--- config.mk ---
export PLATFORM = sky130hd
export DESIGN_NAME = qsfp_led_register
export DESIGN_NICKNAME = d
export VERILOG_FILES = /design/src/rtl/qsfp_led_register.sv
export SDC_FILE = /design/constraint.sdc
export NUM_CORES = 1
export LEC_CHECK = 0
export BUFFER_PORTS_ARGS = -buffer_cell sky130_fd_sc_hd__buf_4
export CORE_ASPECT_RATIO = 2
export CORE_UTILIZATION = 35
export CTS_BUF_LIST = sky130_fd_sc_hd__clkbuf_4
export DETAILED_ROUTE_END_ITERATION = 10
export SLEW_MARGIN = 20
export SYNTH_ARGS = -nofsm -noshare
export SYNTH_HDL_FRONTEND = slang
export SYNTH_SLANG_ARGS = --single-unit
--- constraint.sdc ---
create_clock -name ctrlport_clk -period 3 [get_ports ctrlport_clk]
set_input_delay 0 -clock ctrlport_clk [delete_from_list [all_inputs] [get_ports ctrlport_clk]]
set_output_delay 0 -clock ctrlport_clk [all_outputs]
set_load 0.01 [all_outputs]
--- src/rtl/qsfp_led_register.sv ---
// QSFP LED state register: ControlPort target holding the 16-bit LED state and
// a small control register (blink enable, lamp test), driving the LED pins.
//
// Ports:
//   ctrlport_clk / ctrlport_rst_n      clock and async active-low reset
//   s_ctrlport_req_*                   single-cycle ControlPort request
//   s_ctrlport_resp_*                  registered response, 1 cycle latency
//   qsfp_led[15:0]                     LED pins, same bit layout as the register:
//                                      [15:12] qsfp1 active, [11:8] qsfp1 link,
//                                      [7:4] qsfp0 active, [3:0] qsfp0 link
module qsfp_led_register #(
    parameter int unsigned BASE_ADDRESS      = 0,
    parameter int unsigned BLINK_HALF_PERIOD = 5000000,
    parameter bit          LED_ACTIVE_LOW    = 1'b1
) (
    input  logic        ctrlport_clk,
    input  logic        ctrlport_rst_n,
    input  logic        s_ctrlport_req_wr,
    input  logic        s_ctrlport_req_rd,
    input  logic [19:0] s_ctrlport_req_addr,
    input  logic [31:0] s_ctrlport_req_data,
    input  logic [3:0]  s_ctrlport_req_byte_en,
    output logic        s_ctrlport_resp_ack,
    output logic [1:0]  s_ctrlport_resp_status,
    output logic [31:0] s_ctrlport_resp_data,
    output logic [15:0] qsfp_led
);

    localparam int unsigned CNT_W  = 24;
    localparam int unsigned LED_W  = 16;
    localparam int unsigned WORD_W = 18;

    localparam logic [WORD_W-1:0] LED_WORD  = WORD_W'(BASE_ADDRESS >> 2);
    localparam logic [WORD_W-1:0] CTRL_WORD = WORD_W'((BASE_ADDRESS + 4) >> 2);
    localparam logic [CNT_W-1:0]  CNT_LAST  = CNT_W'(BLINK_HALF_PERIOD - 1);
    // XOR mask that turns a "lit" vector into pin levels
    localparam logic [LED_W-1:0]  POL_MASK  = {LED_W{LED_ACTIVE_LOW}};

    localparam logic [1:0] STATUS_OKAY   = 2'b00;
    localparam logic [1:0] STATUS_CMDERR = 2'b01;

    logic [1:0]       rst_sync;
    logic             rst_int_n;
    logic [LED_W-1:0] led_state;
    logic             blink_en;
    logic             lamp_test;
    logic [CNT_W-1:0] blink_cnt;
    logic             phase;

    logic             hit_led_c;
    logic             hit_ctrl_c;
    logic             access_c;
    logic [LED_W-1:0] led_lit_c;
    logic             unused_bits_c;

    // Async assert, synchronised release of the internal reset
    always_ff @(posedge ctrlport_clk or negedge ctrlport_rst_n) begin
        if (!ctrlport_rst_n) begin
            rst_sync <= 2'b00;
        end else begin
            rst_sync <= {rst_sync[0], 1'b1};
        end
    end

    assign rst_int_n = rst_sync[1];

    // Word-aligned decode; byte offset bits are don't-care
    assign hit_led_c  = (s_ctrlport_req_addr[19:2] == LED_WORD);
    assign hit_ctrl_c = (s_ctrlport_req_addr[19:2] == CTRL_WORD);
    assign access_c   = (hit_led_c || hit_ctrl_c) &&
                        (s_ctrlport_req_wr || s_ctrlport_req_rd);

    assign unused_bits_c = ^{s_ctrlport_req_addr[1:0], s_ctrlport_req_data[31:16],
                             s_ctrlport_req_byte_en[3:2]};

    // Register file and response
    always_ff @(posedge ctrlport_clk or negedge rst_int_n) begin
        if (!rst_int_n) begin
            led_state              <= '0;
            blink_en               <= 1'b1;
            lamp_test              <= 1'b0;
            s_ctrlport_resp_ack    <= 1'b0;
            s_ctrlport_resp_status <= STATUS_OKAY;
            s_ctrlport_resp_data   <= '0;
        end else begin
            s_ctrlport_resp_ack    <= 1'b0;
            s_ctrlport_resp_status <= STATUS_OKAY;
            s_ctrlport_resp_data   <= '0;
            if (access_c) begin
                s_ctrlport_resp_ack <= 1'b1;
                if (s_ctrlport_req_wr && s_ctrlport_req_rd) begin
                    // Ambiguous request: reject without touching state
                    s_ctrlport_resp_status <= STATUS_CMDERR;
                end else if (s_ctrlport_req_wr) begin
                    if (hit_led_c) begin
                        if (s_ctrlport_req_byte_en[0]) begin
                            led_state[7:0] <= s_ctrlport_req_data[7:0];
                        end
                        if (s_ctrlport_req_byte_en[1]) begin
                            led_state[15:8] <= s_ctrlport_req_data[15:8];
                        end
                    end else if (s_ctrlport_req_byte_en[0]) begin
                        blink_en  <= s_ctrlport_req_data[0];
                        lamp_test <= s_ctrlport_req_data[1];
                    end
                end else if (hit_led_c) begin
                    s_ctrlport_resp_data <= {16'b0, led_state};
                end else begin
                    s_ctrlport_resp_data <= {30'b0, lamp_test, blink_en};
                end
            end
        end
    end

    // Blink timer; disabling holds the active LEDs solid on
    always_ff @(posedge ctrlport_clk or negedge rst_int_n) begin
        if (!rst_int_n) begin
            blink_cnt <= '0;
            phase     <= 1'b0;
        end else if (!blink_en) begin
            blink_cnt <= '0;
            phase     <= 1'b1;
        end else if (blink_cnt == CNT_LAST) begin
            blink_cnt <= '0;
            phase     <= ~phase;
        end else begin
            blink_cnt <= blink_cnt + CNT_W'(1);
        end
    end

    // Link nibbles pass through, active nibbles gated by blink phase
    always_comb begin
        led_lit_c = {led_state[15:12] & {4{phase}}, led_state[11:8],
                     led_state[7:4] & {4{phase}}, led_state[3:0]};
        if (lamp_test) begin
            led_lit_c = '1;
        end
    end

    always_ff @(posedge ctrlport_clk or negedge rst_int_n) begin
        if (!rst_int_n) begin
            qsfp_led <= POL_MASK;
        end else begin
            qsfp_led <= led_lit_c ^ POL_MASK;
        end
    end

endmodule

==> results.cfg <==
[job]
cap_viol_max_count = 0

[yosys]
yosys.area_share.simple = 0.202
synth.distinct_cells = 39
synthCells = 282
synth_area_leaders = dfrtp_1, dfstp_2, mux2_2
synth-seq-area-share = 0.590
yosys.area.top_type_share = 0.458
synth_largest_area_cell = dfrtp_1
avgSynthCellArea_um2 = 12.0
synthMuxAreaShare = 0.0657
synthFlopType = dfrtp_1
syn_area_mm2 = 0.00339
synthXorXnorAreaFrac = 0.0336
synthArstFlopShare = 1.00
synth-compound-area-share = 0.0462
synth_top_family_by_area = simple AND/OR/NAND/NOR gates
synth_edf_count = 0
yosys_warnings = 0
synth_fa_ha_area_frac = 0.00369
synth-seq-cells = 79

[floorplanning]
dieArea_mm2 = 0.0101
io_pins = 111
start_util = 0.361
die_h_um = 141
rows = 50
die_w_um = 71.6
coreArea_mm2 = 0.00938

[global_routing]
gr-total-overflow = 0
grt_max_degree = 78
first_global_vias = 2452
antenna_found_initial = 0
grtUsageTotal = 0.147
grt_pass1_wl_um = 11300

[place]
gp_congestion = 0.787
place_area_mm2 = 0.00397
dp_hpwl_um = 4870
io_buffers = 73
dpl.cell_count = 450

[finish]
layout_common_cells = buf_4, dfrtp_1, nor2_1, dlygate4sd3_1
fin_area_mm2 = 0.00437
final_common_cell = buf_4
n_antenna_cell = 0
final_layout_size_suffix_gt1_frac = 0.359
fin_cells = 491
n_fill_cell = 893
nets = 443
multiInputGateArea_mm2 = 0.00126
seq_area_mm2 = 0.00200
area_delta_synth_final_pct = 29.0

[detailed_routing]
viasPerCell = 4.90
drt_wl_total_um = 6970
ant_nets = 0
dr.pass1.iters = 4
wl_per_cell_um = 14.2
drt-initial-drc-count = 144
vias = 2407
drc = 0

[sta]
hold_viol = 0
fin_tns_setup_ns = 0
period_share = 0.615
finalCriticalPeriod_ns = 1.84
tightest_slew_ns = 0.625
rsz0062_at_grt = false
final-setup-viol-count = 0
worst_slew_margin_rel = 0.583
final_max_slew_viol_count = 0
fin_skew_ns = 0.0154
fmax_mhz = 542

[min_path]
hold_path.startpoint = s_ctrlport_req_addr[17]
worstHoldEndpoint = s_ctrlport_resp_data[0]$_DFF_PN0_
hold_class = in2reg
worstHoldPathCells = 5

[worst_setup_path]
worstPathMaxFanout = 8
rrSetupSlack_ns = 1.16
start_kind = flip-flop
reg2reg_to = blink_cnt[19]$_DFF_PN0_
r2r_start = blink_cnt[6]$_DFF_PN0_
cp-end-kind = flip-flop
crit_type = reg2reg
rr_worst_depth = 4
crit_required_ns = 3.37
critPathArrivalTime_ns = 2.21

[clock_tree]
cts.repair.resized = 0
cts_root_buf = clkbuf_4
cts_hold_buf = 24
post_cts_buffers = 0
clkLatencyLatePin_ns = 0.44
cts.sinks = 79
clk_path_buf_depth = 2
tritoncts = done
numCtsBuffers = 9
path_clk_slew_ns = 0.13
htree_levels = 3

[status]
status = finished clean

[power]
p_leak_nw = 2.04
ir_worst_vdd_uv = 220
cellPowerDensity_mw_per_mm2 = 414
## critical path, cell delays in order (launching register included)
cell and delay (ns):
dfrtp_1 0.46, and4_1 0.42, nand4_4 0.23, or4_1 0.51, a21oi_1 0.15
## power by group
part / switching, mW / internal, mW
logic: 0.0448 / 0.0582
registers: 0.00528 / 1.07
clock network: 0.371 / 0.260
total: 0.421 / 1.39
## worst max-delay path by stage
stage | startpoint | slack [ns] | to | cells past startpoint
6_report | blink_cnt[6]$_DFF_PN0_ | 1.16 | blink_cnt[19]$_DFF_PN0_ | 4
5_1_grt | blink_cnt[6]$_DFF_PN0_ | 1.08 | blink_cnt[19]$_DFF_PN0_ | 4
4_1_cts | blink_cnt[6]$_DFF_PN0_ | 1.17 | blink_cnt[19]$_DFF_PN0_ | 4
3_5_place_dp | blink_cnt[6]$_DFF_PN0_ | 1.19 | blink_cnt[23]$_DFF_PN0_ | 4
3_3_place_gp | blink_cnt[6]$_DFF_PN0_ | 1.23 | blink_cnt[22]$_DFF_PN0_ | 4
2_1_floorplan | rst_sync[1]$_DFF_PN0_ | 0.67 | blink_cnt[0]$_DFF_PN0_ | 0
## flip-flops by register name, indices dropped and copies added, names as in the netlist
name	count
s_ctrlport_resp_data	16
led_state	16
s_ctrlport_resp_ack	1
lamp_test	1
blink_en	1
blink_cnt	24
phase	1
rst_sync	2
qsfp_led	16
s_ctrlport_resp_status	1
## per-stage QoR
stage,worst slack [ns],hold slack [ns],utilization,total power [mW]
floorplan,0.667,-0.296,-,1.13
detailed placement,1.19,-0.216,0.423,1.17
global route,1.08,0.0377,0.466,1.88
CTS,1.17,0.00537,0.463,1.82
finish,1.16,0.0223,0.466,1.81
global placement,1.23,-0.216,0.423,1.17
## logic make-up after synthesis
kind of cell,after synthesis
other,2
adders and majority gates,1
AOI/OAI and AO/OA,28
DFF,79
buffers and inverters,30
muxes,20
xor gates and xnor gates,13
and+or+nand+nor,109
## synthesized netlist by cell type, drive strengths merged, types with 6 or more instances
| library cell | instances |
|---|---|
| dfstp | 17 |
| and2 | 17 |
| mux2 | 18 |
| dfrtp | 62 |
| buf | 22 |
| o21ai | 6 |
| nand3 | 10 |
| nand4 | 9 |
| nor3 | 7 |
| or4 | 6 |
| xor2 | 11 |
| nand2 | 11 |
| a21oi | 17 |
| nor2 | 27 |
## cell type report
cell class,count,area share
clock buffer,10,0.0172
clock inverter,6,0.0140
timing repair buffer,100,0.190
inverter,3,0.00258
multi-input combinational,189,0.288
tap,104,0.0298
sequential,79,0.458
## routing by layer
metal | GRT usage | wire length, um | up-vias
li1 | - | - | 1137
met1 | 0.143 | 2510 | 1189
met2 | 0.276 | 4000 | 64
met3 | 0.0422 | 276 | 17
met4 | 0.0722 | 177 | 0
met5 | 0 | 0 | -
(Power assumes the default switching activity.)
